**config.mk**
```make
export PLATFORM = sky130hd
export DESIGN_NAME = adau1761_spi_responder
export DESIGN_NICKNAME = d
export VERILOG_FILES = /design/src/rtl/adau1761_spi_responder.sv
export SDC_FILE = /design/constraint.sdc
export NUM_CORES = 1
export LEC_CHECK = 0
export CAP_MARGIN = 5
export CORE_ASPECT_RATIO = 0.5
export CORE_MARGIN = 3
export CORE_UTILIZATION = 50
export CTS_CLUSTER_DIAMETER = 50
export DETAILED_ROUTE_END_ITERATION = 10
export HOLD_SLACK_MARGIN = 0.08
export PLACE_DENSITY = 0.66
export SLEW_MARGIN = 20
export SYNTH_ARGS = -nofsm -noshare
export SYNTH_HDL_FRONTEND = slang
export SYNTH_SLANG_ARGS = --single-unit
```
**constraint.sdc**
```tcl
create_clock -name clk -period 6.6 [get_ports clk]
set_input_delay 0.99 -clock clk [delete_from_list [all_inputs] [get_ports clk]]
set_output_delay 0.99 -clock clk [all_outputs]
set_load 0.01 [all_outputs]
```
**src/rtl/adau1761_spi_responder.sv**
```systemverilog
// ADAU1761 control-port SPI target: oversamples the SPI pins, decodes
// chip/subaddress/data frames, serves a small register window and mirrors writes.
module adau1761_spi_responder #(
   parameter logic [15:0] BASE_ADDR = 16'h4000,
   parameter int          DEPTH     = 64,
   parameter int          INIT_CS   = 3
) (
   input  logic        clk,
   input  logic        resetn,
   input  logic        sclk,
   input  logic        cs,
   input  logic        sdi,
   output logic        sdo,
   output logic        spi_mode,
   output logic        wr_valid,
   output logic [15:0] wr_addr,
   output logic [7:0]  wr_data
);
   localparam int IDX_W = (DEPTH > 1) ? $clog2(DEPTH) : 1;

   typedef enum logic [2:0] {
      WAIT_MODE, IDLE, CHIP, SUB, WDATA, RDATA, IGNORE
   } state_t;

   state_t      state;
   logic [7:0]  regs [DEPTH];
   logic        sclk_p0, sclk_p1, sclk_p2;
   logic        cs_p0, cs_p1, cs_p2;
   logic        sdi_p0, sdi_p1;
   logic [14:0] shreg;
   logic [3:0]  bit_cnt;
   logic [7:0]  mode_cnt;
   logic        rw;
   logic [15:0] addr;
   logic [7:0]  rd_byte;

   logic        sclk_rise, sclk_fall, cs_rise, cs_fall;
   logic [7:0]  rx_byte, sub_rd, next_rd;
   logic [15:0] sub_addr, next_addr;

   function automatic logic in_window(input logic [15:0] a);
      logic [15:0] off;
      off = a - BASE_ADDR;
      return (a >= BASE_ADDR) && ({1'b0, off} < 17'(DEPTH));
   endfunction

   function automatic logic [IDX_W-1:0] win_idx(input logic [15:0] a);
      logic [15:0] off;
      off = a - BASE_ADDR;
      return off[IDX_W-1:0];
   endfunction

   // p0/p1: two-flop synchronisers; p2: delayed copy for edge detection
   always_ff @(posedge clk or negedge resetn) begin
      if (!resetn) begin
         sclk_p0 <= 1'b0;
         sclk_p1 <= 1'b0;
         sclk_p2 <= 1'b0;
         cs_p0   <= 1'b1;
         cs_p1   <= 1'b1;
         cs_p2   <= 1'b1;
         sdi_p0  <= 1'b0;
         sdi_p1  <= 1'b0;
      end else begin
         sclk_p0 <= sclk;
         sclk_p1 <= sclk_p0;
         sclk_p2 <= sclk_p1;
         cs_p0   <= cs;
         cs_p1   <= cs_p0;
         cs_p2   <= cs_p1;
         sdi_p0  <= sdi;
         sdi_p1  <= sdi_p0;
      end
   end

   always_comb begin
      sclk_rise = sclk_p1 & ~sclk_p2;
      sclk_fall = ~sclk_p1 & sclk_p2;
      cs_rise   = cs_p1 & ~cs_p2;
      cs_fall   = ~cs_p1 & cs_p2;
      rx_byte   = {shreg[6:0], sdi_p1};
      sub_addr  = {shreg, sdi_p1};
      next_addr = addr + 16'd1;
      sub_rd    = in_window(sub_addr) ? regs[win_idx(sub_addr)] : 8'h00;
      next_rd   = in_window(next_addr) ? regs[win_idx(next_addr)] : 8'h00;
   end

   // frame decoder, register window and output registers
   always_ff @(posedge clk or negedge resetn) begin
      if (!resetn) begin
         state    <= WAIT_MODE;
         sdo      <= 1'b0;
         spi_mode <= 1'b0;
         wr_valid <= 1'b0;
         wr_addr  <= 16'h0000;
         wr_data  <= 8'h00;
         shreg    <= '0;
         bit_cnt  <= 4'd0;
         mode_cnt <= 8'd0;
         rw       <= 1'b0;
         addr     <= 16'h0000;
         rd_byte  <= 8'h00;
         for (int i = 0; i < DEPTH; i++) regs[i] <= 8'h00;
      end else begin
         wr_valid <= 1'b0;
         if (state != WAIT_MODE && cs_rise) begin
            state   <= IDLE;
            bit_cnt <= 4'd0;
            sdo     <= 1'b0;
         end else begin
            if (sclk_rise && !cs_p1 && state != WAIT_MODE)
               shreg <= {shreg[13:0], sdi_p1};
            case (state)
               WAIT_MODE: begin
                  sdo <= 1'b0;
                  if (cs_rise) begin
                     if (mode_cnt == 8'(INIT_CS - 1)) begin
                        spi_mode <= 1'b1;
                        state    <= IDLE;
                     end else begin
                        mode_cnt <= mode_cnt + 8'd1;
                     end
                  end
               end
               IDLE: begin
                  sdo <= 1'b0;
                  if (cs_fall) begin
                     state   <= CHIP;
                     bit_cnt <= 4'd0;
                  end
               end
               CHIP: begin
                  if (sclk_rise && !cs_p1) begin
                     if (bit_cnt == 4'd7) begin
                        bit_cnt <= 4'd0;
                        if (rx_byte[7:1] != 7'd0) begin
                           state <= IGNORE;
                        end else begin
                           rw    <= rx_byte[0];
                           state <= SUB;
                        end
                     end else begin
                        bit_cnt <= bit_cnt + 4'd1;
                     end
                  end
               end
               SUB: begin
                  if (sclk_rise && !cs_p1) begin
                     if (bit_cnt == 4'd15) begin
                        bit_cnt <= 4'd0;
                        addr    <= sub_addr;
                        if (rw) begin
                           state   <= RDATA;
                           rd_byte <= sub_rd;
                           sdo     <= sub_rd[7];
                        end else begin
                           state <= WDATA;
                        end
                     end else begin
                        bit_cnt <= bit_cnt + 4'd1;
                     end
                  end
               end
               WDATA: begin
                  if (sclk_rise && !cs_p1) begin
                     if (bit_cnt == 4'd7) begin
                        bit_cnt  <= 4'd0;
                        wr_valid <= 1'b1;
                        wr_addr  <= addr;
                        wr_data  <= rx_byte;
                        if (in_window(addr)) regs[win_idx(addr)] <= rx_byte;
                        addr     <= next_addr;
                     end else begin
                        bit_cnt <= bit_cnt + 4'd1;
                     end
                  end
               end
               RDATA: begin
                  // bit_cnt counts rises within the byte, so the fall after a
                  // byte boundary re-presents the MSB of the freshly loaded byte
                  if (sclk_rise && !cs_p1) begin
                     if (bit_cnt == 4'd7) begin
                        bit_cnt <= 4'd0;
                        addr    <= next_addr;
                        rd_byte <= next_rd;
                     end else begin
                        bit_cnt <= bit_cnt + 4'd1;
                     end
                  end else if (sclk_fall && !cs_p1) begin
                     sdo <= rd_byte[3'd7 - bit_cnt[2:0]];
                  end
               end
               IGNORE: begin
                  sdo <= 1'b0;
               end
               default: begin
                  state <= IDLE;
                  sdo   <= 1'b0;
               end
            endcase
         end
      end
   end

endmodule
```
==> results_dict.tcl <==
set metrics [dict create \
    ys_ff_latch 602 \
    synth_edf_count 0 \
    die-height_um 184.5 \
    synth_ff_type "dfrtp_1" \
    ant_nets 0 \
    first_iter_violations 2398 \
    synth-async-reset-ratio_pct 100.0 \
    grt_first_pass_wirelength_um 137200 \
    fin_ws_ns 2.225 \
    rsz0062_at_grt "no" \
    tightest_slew_ns 1.247 \
    status "finished, final reports clean" \
    drt-total-wl_um 89770 \
    dp_hpwl_um 59250 \
    syn2layout_area_growth_pct 9.477 \
    syn_nets 2266 \
    max_freq_mhz 228.6 \
    ioPinCount 32 \
    path_clk_slew_ns 0.06 \
    vdd_drop_max_mv 0.2358 \
    critPathMaxFanout 30 \
    max_cap_viol_count 0 \
    clockRootBuffer "clkbuf_16" \
    layout.nets 2213 \
    syn_area_per_cell_um2 14.12 \
    cts_tree "yes" \
    yosysWarnings 0 \
    crit_type "flip-flop to flip-flop" \
    cts_resized 0 \
    dieArea_um2 66990 \
    min_period_ns 4.375 \
    seqCellArea_um2 15090 \
    multi_input_area_um2 16110 \
    cpPeakStageDelay_ns 0.83 \
    p_total_mw 9.035 \
    grt_pass1_vias 20501 \
    drc 0 \
    p_leak_nw 15.67 \
    finalSetupTns_ns 0 \
    cts-hold-fix-buffers 0 \
    synth_cells 2257 \
    routed_via_density 6.759 \
    layoutNonFillerInstCount 3071 \
    drive_above_1_share_pct 43.70 \
    start_kind "flip-flop" \
    die_x_um 363.0 \
    cp.arrival_ns 4.86 \
    clk_path_buf_depth 3 \
    rows 64 \
    slew_violations 0 \
    synth.distinct_cells 71 \
    pre_cts_ws_ns 2.335 \
    start_util_pct 51.35 \
    crit_chain "or3b_2 -> or4_4 -> a2111oi_4 -> nand2b_1 -> nor2_1 -> nand2_1 -> mux2_2" \
    synth_seq_area_share_pct 47.28 \
    hold_viol_final 0 \
    finalCritPeriodShare_pct 66.29 \
    syn-cell-area_um2 31870 \
    final_util_pct 56.22 \
    grt_max_degree 159 \
    postCtsSetupBuffers 0 \
    cts_buffers 57 \
    n_fill_cell 4991 \
    end_kind "flip-flop" \
    hp-class "input port to asynchronous set/reset pin" \
    fin_worst_skew_ns 0.02087 \
    clk_latency_ns 0.62 \
    overflow 0 \
    setup_violations 0 \
    required_ns 7.09 \
    drtPass1Iterations 6 \
    slew_headroom_pct 16.70 \
    coreArea_um2 62060 \
    pwr_density_cell_nw_per_um2 259.0 \
    place_inst 2970 \
    wl_per_cell_um 29.23 \
    groute.usage.overall_pct 27.28 \
    antenna_found_initial 2 \
    vias 20757 \
    slowest_stage "nor2_1" \
    htree_levels 2 \
    clkSinkCount 602 \
    gp_congestion 0.9236 \
    io_buffers 31 \
]
==> cell type report <==
cell class                      count  area share, %
Antenna cell                        1       0.007172
Clock buffer                       82          4.787
Clock inverter                     18         0.5953
Inverter                           11         0.1183
Multi-Input combinational cell   1456          46.16
Sequential cell                   602          43.25
Tap cell                          825          2.958
Timing Repair Buffer               76          2.123
==> per-stage QoR <==
| step | hold WS, ns | instance area (um^2) |
|---|---|---|
| finish | 0.3669 | 34890 |
| global route | 0.3767 | 34890 |
| CTS | 0.3780 | 34880 |
| detailed placement | 0.3615 | 33010 |
| global placement | 0.3367 | 32990 |
| floorplan | 0.3312 | 31870 |
==> flip-flops by register name (all words and copies together), names as in the netlist <==
| name | count |
|---|---|
| addr | 16 |
| bit_cnt | 4 |
| cs_p0 | 1 |
| cs_p1 | 1 |
| cs_p2 | 1 |
| mode_cnt | 8 |
| rd_byte | 8 |
| regs | 512 |
| rw | 1 |
| sclk_p0 | 1 |
| sclk_p1 | 1 |
| sclk_p2 | 1 |
| sdi_p0 | 1 |
| sdi_p1 | 1 |
| sdo | 1 |
| shreg | 15 |
| spi_mode | 1 |
| state | 3 |
| wr_addr | 16 |
| wr_data | 8 |
| wr_valid | 1 |
==> power by group <==
group,internal (mW),switching (mW),total (mW),leakage [nW]
Sequential,3.75,0.229,3.98,8.36
Clock,1.91,1.47,3.37,0.919
Combinational,0.511,1.17,1.69,6.39
Total,6.16,2.87,9.04,15.7
==> synth_stat cells (12+ instances only) <==
cell	count	area, um^2
a22oi_1	21	157.7
o21ai_0	43	215.2
nand2_1	184	690.7
mux2_1	13	146.4
clkbuf_1	143	536.8
buf_1	27	101.4
o22ai_1	12	75.07
a21oi_1	34	170.2
buf_2	18	90.09
nand3_1	25	125.1
mux2_2	512	5766
and2_1	12	75.07
dfrtp_1	599	14990
a211oi_1	12	90.09
mux2i_1	54	540.5
nor2_2	23	143.9
nor2_1	45	168.9
xnor2_1	14	122.6
mux4_2	271	6103
a32oi_1	14	122.6
nor3_1	14	70.07
==> worst max-delay path, delay by kind of cell, from the launching register on <==
family / cells / cell delay [ns]
simple gates: 5 / 2.86
compound gates: 1 / 0.33
mux: 1 / 0.43
flops: 1 / 0.61
==> layout by cell type (no fill, tap or decap), types with 5 or more instances in the layout <==
cell,n
dfrtp_1,590
mux2_2,512
mux4_2,271
nand2_1,184
clkbuf_16,57
mux2i_1,54
nor2_1,43
o21ai_0,43
buf_4,38
a21oi_1,34
clkdlybuf4s50_1,30
nand3_1,25
nor2_2,24
a22oi_1,21
clkbuf_8,15
nor3_1,14
a32oi_1,14
mux2_1,13
and2_1,12
o22ai_1,12
a211oi_1,12
nor2b_1,11
xnor2_1,11
a31oi_1,11
inv_1,10
clkbuf_1,10
nand2_4,8
a221oi_1,8
o221ai_1,8
clkinv_2,8
nor4_1,7
nand4_1,7
buf_12,7
nand3b_1,6
nand2b_1,6
and3_1,5
a22o_1,5
dfrtp_2,5
==> layer usage <==
layer  vias to the layer above  global-route usage (%)  routed length (um)
li1                       8528                       -                   -
met1                     11228                   41.34               40280
met2                       866                   39.06               38790
met3                       131                   8.068                8804
met4                         4                   5.711                1876
met5                         -                       0                  28
==> logic make-up after synthesis <==
kind of cell | Yosys count | synth area share (%)
simple gates | 389 | 6.077
compound gates | 194 | 4.150
fa+ha+maj | 5 | 0.1884
mux | 850 | 39.40
flops | 602 | 47.28
buf+inv | 199 | 2.414
xor+xnor | 18 | 0.4947
==> final timing paths <==
| check | start | end | slack, ns | cells past startpoint |
|---|---|---|---|---|
| max in group asynchronous | resetn | sdi_p1 | 4.72 | 2 |
| min in group clk | sdi_p0 | sdi_p1 | 0.37 | 0 |
| setup reg to reg | state[2] | regs[114] | 2.22 | 7 |
| hold reg to reg | sdi_p0 | sdi_p1 | 0.37 | 0 |
| hold / removal | resetn | regs[33] | 0.37 | 1 |
| setup / recovery | state[2] | regs[114] | 2.22 | 7 |
No activity file was read; power rests on OpenSTA's default activity.
